===== config.mk =====
export PLATFORM = sky130hd
export DESIGN_NAME = fma_round_pack
export DESIGN_NICKNAME = d
export VERILOG_FILES = /design/src/rtl/fma_round_pack.sv
export SDC_FILE = /design/constraint.sdc
export NUM_CORES = 1
export LEC_CHECK = 0
export CAP_MARGIN = 20
export CORE_ASPECT_RATIO = 0.75
export CORE_MARGIN = 2
export CORE_UTILIZATION = 25
export DETAILED_ROUTE_END_ITERATION = 10
export GPL_TIMING_DRIVEN = 1
export HOLD_SLACK_MARGIN = 0.15
export SLEW_MARGIN = 20
export SYNTH_ARGS = -nofsm -noshare
export SYNTH_HDL_FRONTEND = slang
export SYNTH_SLANG_ARGS = --single-unit
export TNS_END_PERCENT = 100

===== constraint.sdc =====
create_clock -name clk -period 2.1 [get_ports clk]
set_input_delay 0.42 -clock clk [delete_from_list [all_inputs] [get_ports clk]]
set_output_delay 0.42 -clock clk [all_outputs]
set_load 0.005 [all_outputs]

===== src/rtl/fma_round_pack.sv =====
// rtl/fma_round_pack.sv - two-stage IEEE-754 single-precision round and pack (optional FMA_ROUND_MODES_EN)
module fma_round_pack #(
    parameter int SIG_WIDTH = 23,
    parameter int EXP_WIDTH = 8,
    parameter int BIAS      = 127
) (
    input  logic                   clk,
    input  logic                   rst_n,
    input  logic                   in_valid,
    output logic                   in_ready,
    input  logic                   in_sign,
    input  logic [SIG_WIDTH+3:0]   in_sig,
    input  logic [EXP_WIDTH+1:0]   in_exp,
    input  logic                   in_zero,
    input  logic                   in_inf,
    input  logic                   in_nan,
    input  logic                   in_invalid,
    input  logic [1:0]             rnd_mode,
    output logic                   out_valid,
    input  logic                   out_ready,
    output logic [SIG_WIDTH+EXP_WIDTH:0] result,
    output logic [3:0]             flags
);

    localparam logic [1:0] RM_RNE = 2'b00;
    localparam logic [1:0] RM_RTZ = 2'b01;
    localparam logic [1:0] RM_RUP = 2'b10;
    localparam logic [1:0] RM_RDN = 2'b11;

    // Largest biased exponent code; reaching it means the value is no longer finite.
    localparam int EXP_MAX = 2 * BIAS + 1;

    localparam int RW = SIG_WIDTH + EXP_WIDTH + 1;

    // Pipeline control
    logic adv2;
    logic adv1;
    logic v1;

    assign adv2     = ~out_valid | out_ready;
    assign adv1     = ~v1 | adv2;
    assign in_ready = adv1;

    // Effective rounding mode: only honoured when the mode feature is built in.
    logic [1:0] rnd_eff;
`ifdef FMA_ROUND_MODES_EN
    assign rnd_eff = rnd_mode;
`else
    logic unused_rnd_mode;
    assign unused_rnd_mode = ^rnd_mode;
    assign rnd_eff = RM_RNE;
`endif

    // Stage 1 combinational rounding decision
    logic lsb, g, rs, inexact, inc;
    logic [SIG_WIDTH+1:0] sum_in;

    // Decide whether to increment the kept significand
    always_comb begin
        lsb     = in_sig[3];
        g       = in_sig[2];
        rs      = in_sig[1] | in_sig[0];
        inexact = g | rs;
        inc     = 1'b0;
        case (rnd_eff)
            RM_RNE:  inc = g & (rs | lsb);
            RM_RTZ:  inc = 1'b0;
            RM_RUP:  inc = ~in_sign & inexact;
            RM_RDN:  inc = in_sign & inexact;
            default: inc = 1'b0;
        endcase
        sum_in = {1'b0, in_sig[SIG_WIDTH+3:3]} + {{(SIG_WIDTH+1){1'b0}}, inc};
    end

    // Stage 1 registers
    logic                 s1_sign;
    logic [EXP_WIDTH+1:0] s1_exp;
    logic [SIG_WIDTH+1:0] s1_sum;
    logic                 s1_inexact;
    logic                 s1_zero, s1_inf, s1_nan, s1_invalid;
    logic [1:0]           s1_rnd;

    // Capture a rounded beat whenever stage 1 is free or draining
    always_ff @(posedge clk or negedge rst_n) begin
        if (!rst_n) begin
            v1         <= 1'b0;
            s1_sign    <= 1'b0;
            s1_exp     <= '0;
            s1_sum     <= '0;
            s1_inexact <= 1'b0;
            s1_zero    <= 1'b0;
            s1_inf     <= 1'b0;
            s1_nan     <= 1'b0;
            s1_invalid <= 1'b0;
            s1_rnd     <= RM_RNE;
        end else if (adv1) begin
            v1 <= in_valid;
            if (in_valid) begin
                s1_sign    <= in_sign;
                s1_exp     <= in_exp;
                s1_sum     <= sum_in;
                s1_inexact <= inexact;
                s1_zero    <= in_zero;
                s1_inf     <= in_inf;
                s1_nan     <= in_nan;
                s1_invalid <= in_invalid;
                s1_rnd     <= rnd_eff;
            end
        end
    end

    // Stage 2 combinational renormalise, range check and pack
    logic signed [EXP_WIDTH+2:0] exp_adj;
    logic                        ovf, unf;
    logic [SIG_WIDTH-1:0]        frac;
    logic [RW-1:0]               inf_pat, max_pat, nxt_result;
    logic [3:0]                  nxt_flags;

    // Build the packed word and flags for the beat held in stage 1
    always_comb begin
        exp_adj = $signed({s1_exp[EXP_WIDTH+1], s1_exp})
                + $signed({{(EXP_WIDTH+2){1'b0}}, s1_sum[SIG_WIDTH+1]});
        frac    = s1_sum[SIG_WIDTH+1] ? '0 : s1_sum[SIG_WIDTH-1:0];
        ovf     = exp_adj >= EXP_MAX;
        unf     = exp_adj <= 0;
        inf_pat = {s1_sign, {EXP_WIDTH{1'b1}}, {SIG_WIDTH{1'b0}}};
        max_pat = {s1_sign, {(EXP_WIDTH-1){1'b1}}, 1'b0, {SIG_WIDTH{1'b1}}};
        nxt_result = {s1_sign, exp_adj[EXP_WIDTH-1:0], frac};
        nxt_flags  = {3'b000, s1_inexact};
        if (s1_nan) begin
            nxt_result = {1'b0, {EXP_WIDTH{1'b1}}, 1'b1, {(SIG_WIDTH-1){1'b0}}};
            nxt_flags  = {s1_invalid, 3'b000};
        end else if (s1_inf) begin
            nxt_result = inf_pat;
            nxt_flags  = 4'b0000;
        end else if (s1_zero) begin
            nxt_result = {s1_sign, {(RW-1){1'b0}}};
            nxt_flags  = 4'b0000;
        end else if (ovf) begin
            nxt_flags = 4'b0101;
            case (s1_rnd)
                RM_RTZ:  nxt_result = max_pat;
                RM_RUP:  nxt_result = s1_sign ? max_pat : inf_pat;
                RM_RDN:  nxt_result = s1_sign ? inf_pat : max_pat;
                default: nxt_result = inf_pat;
            endcase
        end else if (unf) begin
            nxt_result = {s1_sign, {(RW-1){1'b0}}};
            nxt_flags  = 4'b0011;
        end
    end

    // Output register; holds result and flags while the consumer stalls
    always_ff @(posedge clk or negedge rst_n) begin
        if (!rst_n) begin
            out_valid <= 1'b0;
            result    <= '0;
            flags     <= 4'b0000;
        end else if (adv2) begin
            out_valid <= v1;
            if (v1) begin
                result <= nxt_result;
                flags  <= nxt_flags;
            end
        end
    end

endmodule


# Word level (Yosys, flattened, before mapping)
# Cells that the tools add are included.
[totals]
ff_bits = 79
in_bits = 48
output_inout_bits = 38
wordCells = 37
[classes]
n_addsub = 2
n_lt_le_gt_ge = 2
mux = 11
n_bitwise = 8
reduce_logical = 2
[ops]
columns = ["op", "count"]
rows = [
  ["$mux W31", 4],
  ["$mux W32", 1],
  ["$add A24 B1 Y25", 1],
  ["$mux W23", 1],
  ["$add A10 B2 Y11", 1],
  ["$ge A11 B9 Y1 const B", 1],
  ["$le A11 B1 Y1 const B", 1],
  ["$mux W3", 3],
  ["$or A1 B1 Y1", 5],
  ["$mux W4", 1],
  ["$reduce_and A2 Y1", 2],
  ["$mux W2", 1],
  ["$not A1 Y1", 2],
  ["$and A1 B1 Y1", 1],
]

# Logic depth before layout (Yosys ltp)
[depth]
depth_word = 7
depth_mapped = 9
mapped_depth_nobuf = 8

# Worst setup path before layout
# No wires, ideal clock.
[synth_timing]
kind = "register to register"
from = "reg s1_sum[24]"
to = "reg result[16]"
setup_time_ps = 121
arrival_ps = 2144
required_ps = 1979
setup_slack_ps = -165
path_stages_with_launch = 10
n_path_buf = 1
period_less_slack_ps = 2265
cell_sequence = "dfrtp_1 > ha_1 > ha_1 > and2_2 > a21oi_1 > o32a_1 > o41ai_4 > nor3_4 > buf_6 > a22o_1"
[synth_between]
elab_chain_len = 7
elab_cells_between_ends = 9
classes_between = "add/sub: 1; order compare: 2; mux: 6"
[synth_lines]
columns = ["item", "line", "rtl"]
rows = [
  ["start: declaration", "78", "logic [SIG_WIDTH+1:0] s1_sum;"],
  ["start signal: assignment", "101", "s1_sum <= sum_in;"],
  ["$add A10 B2 Y11", "122", "+ $signed({{(EXP_WIDTH+2){1'b0}}, s1_sum[SIG_WIDTH+1]});"],
  ["$le A11 B1 Y1", "125", "unf = exp_adj <= 0;"],
  ["$mux W31", "147", "end else if (unf) begin"],
  ["$mux W31 *", "139", "end else if (ovf) begin"],
  ["$mux W31 *", "136", "end else if (s1_zero) begin"],
  ["$mux W31 *", "133", "end else if (s1_inf) begin"],
  ["$mux W32 *", "130", "if (s1_nan) begin"],
  ["end signal: assignment", "162", "result <= nxt_result;"],
  ["end: declaration", "21", "output logic [SIG_WIDTH+EXP_WIDTH:0] result,"],
]
# Every way passes the cells marked *; elsewhere a longest branch is shown, timed or not.
# A chain may end at the register's enable or synchronous reset.

# Worst setup path in the final report
[layout_timing]
from = "reg s1_sum[24]"
to = "reg result[15]"
# Same word-level chain as after synthesis.

==> results.json <==
{
  "wl_cell_um": 14.05,
  "via_per_inst": 4.400,
  "synth_compound_gate_area_share_pct": 14.12,
  "transition_time_at_the_pin_with_the_least_slew_margin_ns": 0.4365,
  "synth_top_flop_cell": "sky130_fd_sc_hd__dfrtp_1",
  "post_route_clock_skew_ns": 0.008231,
  "die-area_um2": 15520,
  "ant_nets": 0,
  "hold_viol": 0,
  "synthArstFlopShare_pct": 100.0,
  "cts-htree-levels": 3,
  "vdd.ir_drop.worst_mv": 0.3891,
  "yosys_warnings": 0,
  "rsz0062_at_grt": "yes",
  "timing.hold.worst_endpoint": "flags[3]$_DFFE_PN0P_",
  "synthesis.area_um2": 3632,
  "tritoncts": "built",
  "crit-reg2reg-capture": "result[15]$_DFFE_PN0P_",
  "placeableCoreArea_um2": 14310,
  "clock_insertion_delay_at_the_later_pin_of_the_skew_report_ns": 0.34,
  "initial_core_util_pct": 25.38,
  "total_setup_violations_reported_at_the_end_of_the_flow": 33,
  "synth.most_common_cell": "sky130_fd_sc_hd__dfrtp_1",
  "synth_seq_area_share_pct": 53.74,
  "multi_input_comb_area_um2": 1724,
  "hold_start": "flags[3]$_DFFE_PN0P_",
  "synth_top_cell_area_share_pct": 53.74,
  "final-instance-count-excl-fill": 673,
  "synth_top_family_by_area": "simple AND/OR/NAND/NOR gates",
  "violations_in_the_final_reports": "setup timing",
  "timing.reg2reg.setup_slack_ns": -0.21,
  "core.rowCount": 38,
  "grt_remaining_overflow": 0,
  "slew-limit-headroom_pct": 70.79,
  "synth.largest_area_cell": "sky130_fd_sc_hd__dfrtp_1",
  "drtPass1Iterations": 4,
  "run_status": "complete, but fails checks",
  "ios": 86,
  "simple_gate_area_share_of_the_yosys_netlist_pct": 16.29,
  "seqCellArea_um2": 1952,
  "layout_cell_share_with_drive_strength_beyond_1_pct": 25.37,
  "die_height_um": 108.4,
  "data_arrival_time_of_the_critical_path_ns": 2.53,
  "dieWidth_um": 143.2,
  "leakagePower_uw": 0.002333,
  "clk_path_buf_depth": 2,
  "worst-path-max-fanout": 11,
  "synth.area.mux_share_pct": 5.649,
  "cp.required_ns": 2.32,
  "place.gp.congestion": 0.8465,
  "n_fill_cell": 1401,
  "cap_violations": 0,
  "cts_root_buf": "sky130_fd_sc_hd__clkbuf_16",
  "max_fclk_ghz": 0.4327,
  "number_of_antenna_violations_at_the_first_check_in_global_routing": 0,
  "final_min_period_over_clock_period_pct": 110.0,
  "first_global_vias": 3080,
  "areaGrowthSynthToFinish_pct": 54.08,
  "clkTransAtPathRegs_ns": 0.06,
  "netlist_top_cells_area": "sky130_fd_sc_hd__dfrtp_1 (54%), sky130_fd_sc_hd__a22o_1 (6.0%), sky130_fd_sc_hd__mux2_2 (5.0%)",
  "worstSetupEndpointType": "flip-flop",
  "critical_path.reg2reg.startpoint": "s1_sum[24]$_DFFE_PN0P_",
  "antenna-diode-count": 0,
  "hold_path_class": "flip-flop to flip-flop",
  "global_route_wire_length_before_repair_um": 15340,
  "synth_adder_area_share_pct": 1.033,
  "nets": 519,
  "synth_nets": 380,
  "detail_route.drc_violations": 0,
  "ys_seq_elements": 78,
  "number_of_max_slew_violations_in_the_final_report": 0,
  "port_buffers": 83,
  "postSynthAreaPerCell_um2": 11.04,
  "synth_enable_flop_cells": 0,
  "layout_setup_ws_ns": -0.2110,
  "p_per_area_nw_per_um2": 777.2,
  "dr.first_iter.drc_count": 116,
  "cp_cell_sequence": "ha_4 > ha_4 > buf_6 > nor2_4 > a21oi_2 > o32a_1 > o41ai_4 > buf_4 > nor3_4 > buf_12 > a22o_1",
  "synth.top_cells.by_count": "sky130_fd_sc_hd__dfrtp_1 (78), sky130_fd_sc_hd__nand2_1 (47), sky130_fd_sc_hd__o21ai_0 (26)",
  "syn-instance-count": 329,
  "critPathKind": "flip-flop to flip-flop",
  "detailroute.via_count": 2961,
  "clock_tree_sinks": 78,
  "worst_setup_path_start_kind": "flip-flop",
  "grt_max_degree": 49,
  "grt.total_usage_pct": 12.90,
  "setup-tns-final_ns": -5.424,
  "layout_min_cycle_time_ns": 2.311,
  "timing.critical_path.slowest_stage_cell": "sky130_fd_sc_hd__dfrtp_1",
  "hold_ws_ns": 0.4727,
  "sum_of_net_half_perimeters_after_detailed_placement_um": 6773,
  "worst_r2r_path_depth": 11,
  "worstHoldPathCells": 2,
  "critPathMaxStageDelay_ns": 0.41,
  "instance_count_after_placement_with_tap_cells_included": 649,
  "cts-buffers-inserted": 9,
  "wire_length_reported_by_the_detailed_router_um": 9457,
  "worst_path_most_repeated_cell": "sky130_fd_sc_hd__ha_4",
  "synth_xor_xnor_area_share_pct": 6.752,
  "synthDistinctLibCells": 39,
  "timing.critical_path.from": "s1_sum[24]$_DFFE_PN0P_"
}
## area by class of cell
cell class                      count  area share (%)
Sequential cell                    78           34.88
Multi-Input combinational cell    234           30.81
Timing Repair Buffer              142           23.83
Tap cell                          200           4.471
Clock buffer                       11           4.337
Clock inverter                      5           1.476
Inverter                            3          0.2012
## layout by cell type (no fill, tap or decap), types with 4 or more instances in the layout
cell type / netlist / routed
sky130_fd_sc_hd__a22o_1: 25 / 25
sky130_fd_sc_hd__and2_1: 7 / 7
sky130_fd_sc_hd__and3_1: 8 / 7
sky130_fd_sc_hd__buf_4: 1 / 50
sky130_fd_sc_hd__buf_6: 2 / 6
sky130_fd_sc_hd__clkbuf_16: 0 / 9
sky130_fd_sc_hd__clkdlybuf4s50_1: 0 / 82
sky130_fd_sc_hd__dfrtp_1: 78 / 78
sky130_fd_sc_hd__mux2_2: 16 / 16
sky130_fd_sc_hd__nand2_1: 47 / 44
sky130_fd_sc_hd__nand2b_1: 5 / 5
sky130_fd_sc_hd__nand3_1: 10 / 9
sky130_fd_sc_hd__nand4_1: 4 / 4
sky130_fd_sc_hd__nor2_1: 18 / 16
sky130_fd_sc_hd__nor3_1: 6 / 4
sky130_fd_sc_hd__o21ai_0: 26 / 24
sky130_fd_sc_hd__o221a_2: 7 / 4
sky130_fd_sc_hd__xnor2_1: 15 / 15
sky130_fd_sc_hd__xor2_1: 13 / 12
## layer usage
metal | vias up | wire length, um | GRT usage (%)
met5 | - | 0 | 0
met4 | 0 | 102 | 3.819
met3 | 7 | 422 | 3.587
met2 | 63 | 4394 | 20.61
met1 | 1438 | 4537 | 17.13
li1 | 1453 | - | -
## timing repair
action	4_1_cts	5_1_grt
hold endpoints to repair	30	0
hold buffers	1	0
setup endpoints to repair	34	36
gates cloned	1	0
pin swaps	9	4
buffers inserted	6	1
gates resized for setup	19	7
## kinds of logic (layout without fill, tap and decap cells)
kind of cell,after synthesis,after routing
buf+inv,18,161
mux,18,18
simple gates,117,118
compound gates,67,67
xor+xnor,28,28
fa+ha+maj,3,3
flops,78,78
## sequential cells by signal, indices dropped and copies added, names as in the netlist, 4 cells and up
register  flops
s1_exp       10
result       32
s1_sum       24
flags         4
## metrics by stage
step | util (%) | setup slack (ns) | cell area, um2 | power [uW]
global placement | 35.51 | -0.3947 | 5082 | 2612
detailed placement | 35.51 | -0.4712 | 5082 | 2628
finish | 39.11 | -0.2110 | 5597 | 4349
global route | 39.11 | -0.2955 | 5597 | 4571
CTS | 38.94 | -0.1967 | 5573 | 4394
floorplan | - | 0.01276 | 3662 | 2159
## where the power goes
group          leakage (uW)  internal, uW  switching (uW)
Clock              0.000148          1070             617
Combinational       0.00122           500             357
Sequential         0.000969          1680             126
## how the worst max path moves through the flow
stage	end	slack, ns	depth (start not counted)
6_report	result[15]$_DFFE_PN0P_	-0.21	11
3_3_place_gp	result[7]$_DFFE_PN0P_	-0.39	8
2_1_floorplan	result[16]$_DFFE_PN0P_	0.01	9
4_1_cts	result[7]$_DFFE_PN0P_	-0.20	11
3_5_place_dp	result[7]$_DFFE_PN0P_	-0.47	8
5_1_grt	result[7]$_DFFE_PN0P_	-0.30	11
## critical path: cells and delay by family (launching register included)
| family | cells | cell delay, ns |
|---|---|---|
| compound gates | 4 | 0.81 |
| fa+ha+maj | 2 | 0.34 |
| buf+inv | 3 | 0.47 |
| flops | 1 | 0.41 |
| simple gates | 2 | 0.15 |
Power figures use the tool's default switching activity.
